[config.mk]
export PLATFORM = sky130hd
export DESIGN_NAME = cpu_fetch_stage
export DESIGN_NICKNAME = d
export VERILOG_FILES = /design/src/rtl/cpu_fetch_stage.sv
export SDC_FILE = /design/constraint.sdc
export NUM_CORES = 1
export LEC_CHECK = 0
export CORE_AREA = 4 4 85 87
export CTS_CLUSTER_SIZE = 10
export DETAILED_ROUTE_END_ITERATION = 10
export DIE_AREA = 0 0 89 91
export GPL_ROUTABILITY_DRIVEN = 0
export HOLD_SLACK_MARGIN = 0.06
export PLACE_DENSITY = 0.78
export SETUP_SLACK_MARGIN = 0.05
export SLEW_MARGIN = 20
export SYNTH_ARGS = -nofsm -noshare
export SYNTH_HDL_FRONTEND = slang
export SYNTH_SLANG_ARGS = --single-unit
[constraint.sdc]
create_clock -name i_clk -period 2.24 [get_ports i_clk]
set_input_delay 0.448 -clock i_clk [delete_from_list [all_inputs] [get_ports i_clk]]
set_output_delay 0.448 -clock i_clk [all_outputs]
set_load 0.005 [all_outputs]
[src/rtl/cpu_fetch_stage.sv]
// Instruction-fetch stage: owns the PC, addresses instruction memory and
// loads the IF/ID register (ir, pc+1, valid). Follows run/idle control,
// hazard stalls, branch redirects, and parks after fetching a HALT.
module cpu_fetch_stage #(
  parameter int              ADDR_W  = 8,
  parameter int              INSTR_W = 16,
  parameter logic [4:0]      HALT_OP = 5'b00001,
  parameter logic [INSTR_W-1:0] NOP_IR = '0
) (
  input  logic               i_clk,
  input  logic               i_rst_n,
  input  logic               i_enable,
  input  logic               i_start,
  input  logic               i_stall,
  input  logic               i_branch_flag,
  input  logic [ADDR_W-1:0]  i_branch_addr,
  output logic [ADDR_W-1:0]  o_i_addr,
  input  logic [INSTR_W-1:0] i_i_datain,
  output logic [INSTR_W-1:0] o_id_ir,
  output logic [ADDR_W-1:0]  o_id_pc,
  output logic               o_id_valid,
  output logic               o_halted,
  output logic [15:0]        o_fetch_count
);

  typedef enum logic [1:0] {
    S_IDLE  = 2'd0,
    S_FETCH = 2'd1,
    S_HALT  = 2'd2
  } state_t;

  state_t               r_state, w_state_nxt;
  logic [ADDR_W-1:0]    r_pc, w_pc_nxt;
  logic [INSTR_W-1:0]   r_ir, w_ir_nxt;
  logic [ADDR_W-1:0]    r_id_pc, w_id_pc_nxt;
  logic                 r_valid, w_valid_nxt;
  logic [15:0]          r_cnt, w_cnt_nxt;

  logic [ADDR_W-1:0]    w_pc_inc;
  logic [15:0]          w_cnt_inc;
  logic                 w_is_halt;

  // PC increment wraps naturally at 2^ADDR_W; the count saturates.
  assign w_pc_inc  = r_pc + 1'b1;
  assign w_cnt_inc = (r_cnt == 16'hFFFF) ? r_cnt : r_cnt + 16'd1;
  assign w_is_halt = (i_i_datain[INSTR_W-1 -: 5] == HALT_OP);

  // Next-state and IF/ID next values; priority enable > branch > stall > fetch.
  always_comb begin
    w_state_nxt = r_state;
    w_pc_nxt    = r_pc;
    w_ir_nxt    = r_ir;
    w_id_pc_nxt = r_id_pc;
    w_valid_nxt = r_valid;
    w_cnt_nxt   = r_cnt;
    if (!i_enable) begin
      w_state_nxt = S_IDLE;
      w_ir_nxt    = NOP_IR;
      w_valid_nxt = 1'b0;
    end else begin
      unique case (r_state)
        S_IDLE: begin
          // branch/stall have no meaning before the CPU is started
          w_ir_nxt    = NOP_IR;
          w_valid_nxt = 1'b0;
          if (i_start) begin
            w_state_nxt = S_FETCH;
            w_pc_nxt    = '0;
            w_cnt_nxt   = '0;
          end
        end
        S_FETCH, S_HALT: begin
          if (i_branch_flag) begin
            // flush the wrong-path instruction and restart fetching
            w_pc_nxt    = i_branch_addr;
            w_ir_nxt    = NOP_IR;
            w_valid_nxt = 1'b0;
            w_state_nxt = S_FETCH;
          end else if (i_stall) begin
            // everything holds (defaults)
          end else if (r_state == S_FETCH) begin
            w_ir_nxt    = i_i_datain;
            w_id_pc_nxt = w_pc_inc;
            w_valid_nxt = 1'b1;
            w_pc_nxt    = w_pc_inc;
            w_cnt_nxt   = w_cnt_inc;
            if (w_is_halt) w_state_nxt = S_HALT;
          end else begin
            // parked: keep feeding bubbles, pc held
            w_ir_nxt    = NOP_IR;
            w_valid_nxt = 1'b0;
          end
        end
        default: begin
          w_state_nxt = S_IDLE;
          w_ir_nxt    = NOP_IR;
          w_valid_nxt = 1'b0;
        end
      endcase
    end
  end

  // State, PC, IF/ID register and fetch counter.
  always_ff @(posedge i_clk or negedge i_rst_n) begin
    if (!i_rst_n) begin
      r_state <= S_IDLE;
      r_pc    <= '0;
      r_ir    <= NOP_IR;
      r_id_pc <= '0;
      r_valid <= 1'b0;
      r_cnt   <= '0;
    end else begin
      r_state <= w_state_nxt;
      r_pc    <= w_pc_nxt;
      r_ir    <= w_ir_nxt;
      r_id_pc <= w_id_pc_nxt;
      r_valid <= w_valid_nxt;
      r_cnt   <= w_cnt_nxt;
    end
  end

  assign o_i_addr      = r_pc;
  assign o_id_ir       = r_ir;
  assign o_id_pc       = r_id_pc;
  assign o_id_valid    = r_valid;
  assign o_halted      = (r_state == S_HALT);
  assign o_fetch_count = r_cnt;

endmodule
---- Word-level counts from Yosys, hierarchy flattened ----
Cells that the tools add are included.
word-level totals
  bits in registers ....................... 51
  input port bits ......................... 30
  output and inout bits ................... 50
  logic and storage cells ................. 60
operators by class
  add/sub/neg operators ................... 2
  equality and inequality tests ........... 15
  mux-type cells .......................... 28
  bitwise operators ....................... 2
  reductions and logical operators ........ 7
operators by type and width
  cell                     number
  $mux W16                 10
  $mux W8                  4
  $pmux W16 S2             1
  $add A16 B1 Y16 const B  1
  $eq A16 B16 Y1 const B   1
  $pmux W8 S2              1
  $mux W2                  6
  $ne A4 B4 Y1 const B     3
  $ne A2 B2 Y1 const B     5
  $reduce_and A5 Y1        2
  $ne A3 B3 Y1 const B     3
  $add A8 B1 Y8 const B    1
  $reduce_and A7 Y1        1
  $eq A5 B1 Y1 const B     1
  $mux W1                  5
  $pmux W2 S2              1
  $reduce_and A4 Y1        1
  $eq A2 B1 Y1 const B     1
  $eq A2 B2 Y1 const B     1
  $logic_not A2 Y1         1
  $not A1 Y1               2
  $reduce_bool A2 Y1       1
  $reduce_or A2 Y1         1

---- Depth between registers and ports, before layout ----
  word-level depth ........................ 7
  depth in mapped cells ................... 9
  depth with buffers taken out ............ 7

---- Worst setup path before layout ----
No wires, ideal clock.
  kind .................................... register -> register
  from .................................... register r_state[0]
  to ...................................... register r_cnt[9] (netlist: o_fetch_count[9])
  library setup time ...................... 0.124 ns
  arrival time ............................ 1.987 ns
  required time ........................... 2.116 ns
  setup slack ............................. 0.129 ns
  stages on the path, launching flop included .. 10
  buffers on the path ..................... 2
  period minus slack after synthesis ...... 2.111 ns
  cell sequence ........................... dfrtp_1 > inv_1 > ha_1 > o21ai_2 > nand3_2 > or2_1 > or2_1 > buf_6 > buf_6 > a211o_1
on the way
  longest elaborated chain between the ends .. 4
  elaborated cells between the ends (all ways) .. 12
  those cells by class .................... eq/ne: 7; mux: 1; reduce/logical: 4
ends and longest elaborated chain
  what                                                                        line    source
  from (decl)                                                                 32      state_t r_state, w_state_nxt;
  from (signal assigned)                                                      113     r_state <= w_state_nxt;
  $eq A2 B2 Y1 / $eq A2 B1 Y1 (equally long branches)                         61, 81
  $reduce_or A2 Y1                                                            61      unique case (r_state)
  $ne A2 B2 Y1 (no source line) / $reduce_bool A2 Y1 (equally long branches)  -
  $reduce_and A7 Y1 (no source line)                                          -
  to (signal assigned)                                                        118     r_cnt <= w_cnt_nxt;
  to (decl)                                                                   37      logic [15:0] r_cnt, w_cnt_nxt;
Several ways; a longest one is shown, not always the timed one.
A chain may end at the register's enable or synchronous reset.

---- Final worst setup path ----
  from .................................... register r_state[1]
  to ...................................... register r_cnt[9] (netlist: o_fetch_count[9])
The elaborated chain is that of the path after synthesis.

==> out/metrics.sh <==
YS_FF_LATCH=51
DIE_AREA_MM2=0.00810
POST-ROUTE-PERIOD-UTIL_PCT=93.1
CLK-INSERTION-DELAY-LATE_PS=310
DP_HPWL_UM=5130
MAX_CLOCK_FREQ_GHz=0.479
DRIVE_ABOVE_1_SHARE_PCT=12.9
SYNTHESIS.INSTANCES=272
POWER_FRAC_SEQ_PCT=39.3
TIGHTESTPINTRANSITION_PS=515
DIE_WIDTH_UM=89
PIN_COUNT=80
STATIC_POWER_DUE_TO_LEAKAGE_nW=1.64
CHIPHEIGHT_UM=91
CRITICAL_PATH.ENDPOINT_TYPE='flop'
SYNTHFLOPTYPE='dfrtp_1'
SYNTH.AVG_CELL_AREA_UM2=9.88
WL_PER_CELL_UM=15.7
PLACEABLECOREAREA_MM2=0.00635
GRT_PASS1_VIAS=2518
CP_DATA_ARRIVAL_TIME_PS=2280
GRT_FIRST_PASS_WIRELENGTH_UM=11800
CTS_TREE='built'
SYNTH_NETS=310
SHARE_COMB_OF_TOTAL_POWER_PCT=43.1
RUN_STATUS='complete, no violations'
TIMING_WORST_SETUP_PATH_TYPE='flop to flop'
MOST-COMMON-LAYOUT-CELLS='clkdlybuf4s50_1 (78), dfrtp_1 (51), nor2_1 (23), a22o_1 (23), nand2_1 (22)'
NUM_VIAS=2454
LAYOUT.NETS=400
NUMBER_OF_SYNTHESIZED_FLOPS_WITH_AN_ENABLE_PIN=0
WORST-PATH-MAX-FANOUT=4
DRT_ITER0_MARKERS=109
CLOCKPOWERSHARE_PCT=17.5
LARGEST_NET_DEGREE_AT_THE_START_OF_GLOBAL_ROUTING=33
CRITICAL-PATH-TOP-CELL-BY-COUNT='or2_1'
DRV_SLEW=0
FF2FF_PATH_DEPTH=8
MIN_PATH_TYPE='input pin to asynchronous set/reset pin'
CLKSLEWWORSTSETUPHOLDPATHS_PS=100
STARTING_DENSITY_PCT=42.3
HOLD_WS_PS=99.2
TIMING_HOLD_VIOLATIONS_FINAL=0
ANTENNA_VIOLATING_NETS_POST_ROUTE=0
N_ANTENNA_CELL=0
P_INT_W=0.00209
IO_BUFFERS=79
CLK_PATH_BUF_DEPTH=2
SYNTH-SEQ-AREA-SHARE_PCT=47.5
MAPPEDNETLISTAREA_MM2=0.00269
MAX_STAGE_DELAY_PS=400
STDCELL_AREA_MM2=0.00376
DATA_REQUIRED_TIME_AT_THE_WORST_ENDPOINT_PS=2440
FINAL_PERIOD_MINUS_WORST_SETUP_SLACK_PS=2090
CTS_NUM_SINKS=51
ANTENNA_VIOLATIONS_BEFORE_REPAIR=0
POWER.SWITCHING_W=0.00116
DRV.MAX_CAP_VIOLATION_COUNT=0
YS_WARN_COUNT=0
STD_CELL_ROWS=29
ROOT_BUFFER='clkbuf_8'
SYNTHDISTINCTLIBCELLS=45
DRTPASS1ITERATIONS=4
RSZ0062_AT_GRT='false'
FILL_CELLS=537
SWITCH_SHARE_PCT=35.6
CTS-HTREE-LEVELS=2
AVG_VIAS_PER_CELL=5.58
SLEW_HEADROOM_PCT=65.7
WORSTSETUPSTARTPOINTTYPE='flop'
WORST_PATH_MAX_DELAY_CELL='dfrtp_1'
POSTPLACECELLAREA_MM2=0.00364
MAX-VDD-IR-DROP_mV=0.577
FINAL_ROUTED_WIRELENGTH_UM=6900
GRT_USE_TOTAL_PCT=17.9
P_PER_CELL_AREA_mW_PER_MM2=864
LAYOUT.CELLS.MOST_COMMON='clkdlybuf4s50_1'
SKEW_PS=12.5
CTS-BUFFERS-INSERTED=5
CRIT_PATH_CELL_TRACE='inv_1 -> ha_1 -> o21ai_2 -> nand3_2 -> or2_1 -> or2_1 -> buf_4 -> a211o_1'
ASYNCSETRESETFLOPFRACSYNTH_PCT=100
REPORT.FINAL.SETUP_VIOL=0
DRC_ERRORS=0
AREA_DELTA_SYNTH_FINAL_PCT=39.9
GLOBALROUTE.TOTALOVERFLOW=0
stage by stage:
step	std cells	setup WS [ps]	TNS [ps]	power, W	util [%]
2_1_floorplan	272	129	0	0.00198	-
5_1_grt	440	58.7	0	0.00349	59.2
6_report	440	154	0	0.00325	59.2
3_5_place_dp	432	-12.0	-12.7	0.00265	57.3
3_3_place_gp	432	8.88	0	0.00262	57.3
4_1_cts	440	84.1	0	0.00322	58.8
layout make-up:
| class | instances | area (um^2) | share of cell area [%] |
|---|---|---|---|
| clock buffer | 6 | 82.6 | 2.20 |
| inverter | 7 | 26.3 | 0.699 |
| timing repair buffer | 99 | 948 | 25.2 |
| multi-input combinational | 198 | 1310 | 34.9 |
| tap | 77 | 96.3 | 2.56 |
| clock inverter | 2 | 16.3 | 0.433 |
| sequential | 51 | 1280 | 33.9 |
worst paths after layout:
path,startpoint,end,slack (ps)
setup reg to reg,r_state[1],o_fetch_count[9],150
hold reg to reg,o_id_valid,o_id_valid,490
hold / removal,i_rst_n,o_id_pc[4],100
max in group asynchronous,i_rst_n,o_id_ir[2],1480
setup / recovery,r_state[1],o_fetch_count[9],150
min in group i_clk,o_id_valid,o_id_valid,490
cell families after synthesis:
| group | share of synthesized area (%) |
|---|---|
| flip-flops | 47.5 |
| AND/OR/NAND/NOR | 20.3 |
| adder cells (fa/ha/maj) | 3.72 |
| AO/OA/AOI/OAI | 19.3 |
| multiplexers | 3.21 |
| buffers and inverters | 4.10 |
| XOR/XNOR | 1.96 |
flip-flops by register name, indices dropped and copies added, names as in the netlist:
signal         cells
o_id_ir           16
r_state            2
o_fetch_count     16
o_i_addr           8
o_id_pc            8
o_id_valid         1
synth_stat cells (all sizes together), types with 2 or more instances:
master,count,area share (%)
dfrtp,51,47
a22o,23,7.5
nor2,23,3.2
nand2,22,3.1
o21ai,21,4.1
nand3,15,3.0
clkbuf,13,1.9
a21oi,10,1.9
nor3,10,2.2
ha,8,3.7
and3,7,1.6
inv,7,0.98
nor2b,6,1.4
mux2,5,2.1
a22oi,4,1.1
nand2b,4,0.93
or2,4,0.93
xnor2,4,1.3
a211o,3,0.98
buf,3,1.3
mux2i,3,1.1
a21o,2,0.56
a221o,2,0.74
nand4,2,0.47
nor4b,2,0.65
o221ai,2,0.65
or3,2,0.47
xor2,2,0.65
routing by layer:
metal | GRT usage [%] | vias to the layer above | share of wire, %
met5 | 0 | - | 0
met2 | 28.7 | 89 | 47
met1 | 24.5 | 1188 | 45
met3 | 4.07 | 8 | 7.2
met4 | 4.59 | 0 | 1.0
li1 | - | 1169 | -
critical path: cells and delay by family, from the launching register on:
kind | cells | cell delay, ps
fa+ha+maj | 1 | 300
flops | 1 | 400
simple gates | 3 | 620
compound gates | 2 | 370
buf+inv | 2 | 290
power by group through the flow:
stage	registers, W	logic, W	clock network (W)
final	0.00128	0.00140	0.000569
after global routing	0.00131	0.00157	0.000619
after CTS	0.00128	0.00136	0.000584
after detailed placement	0.00129	0.00135	0
after global placement	0.00129	0.00133	0
after floorplan	0.00129	0.000688	0
what timing repair did:
item / in CTS / in global routing
buffers inserted: 0 / 0
endpoints found under the setup margin: 17 / 32
gates cloned: 0 / 0
gates resized for setup: 1 / 6
hold buffers: 0 / 0
Power figures use the tool's default switching activity.
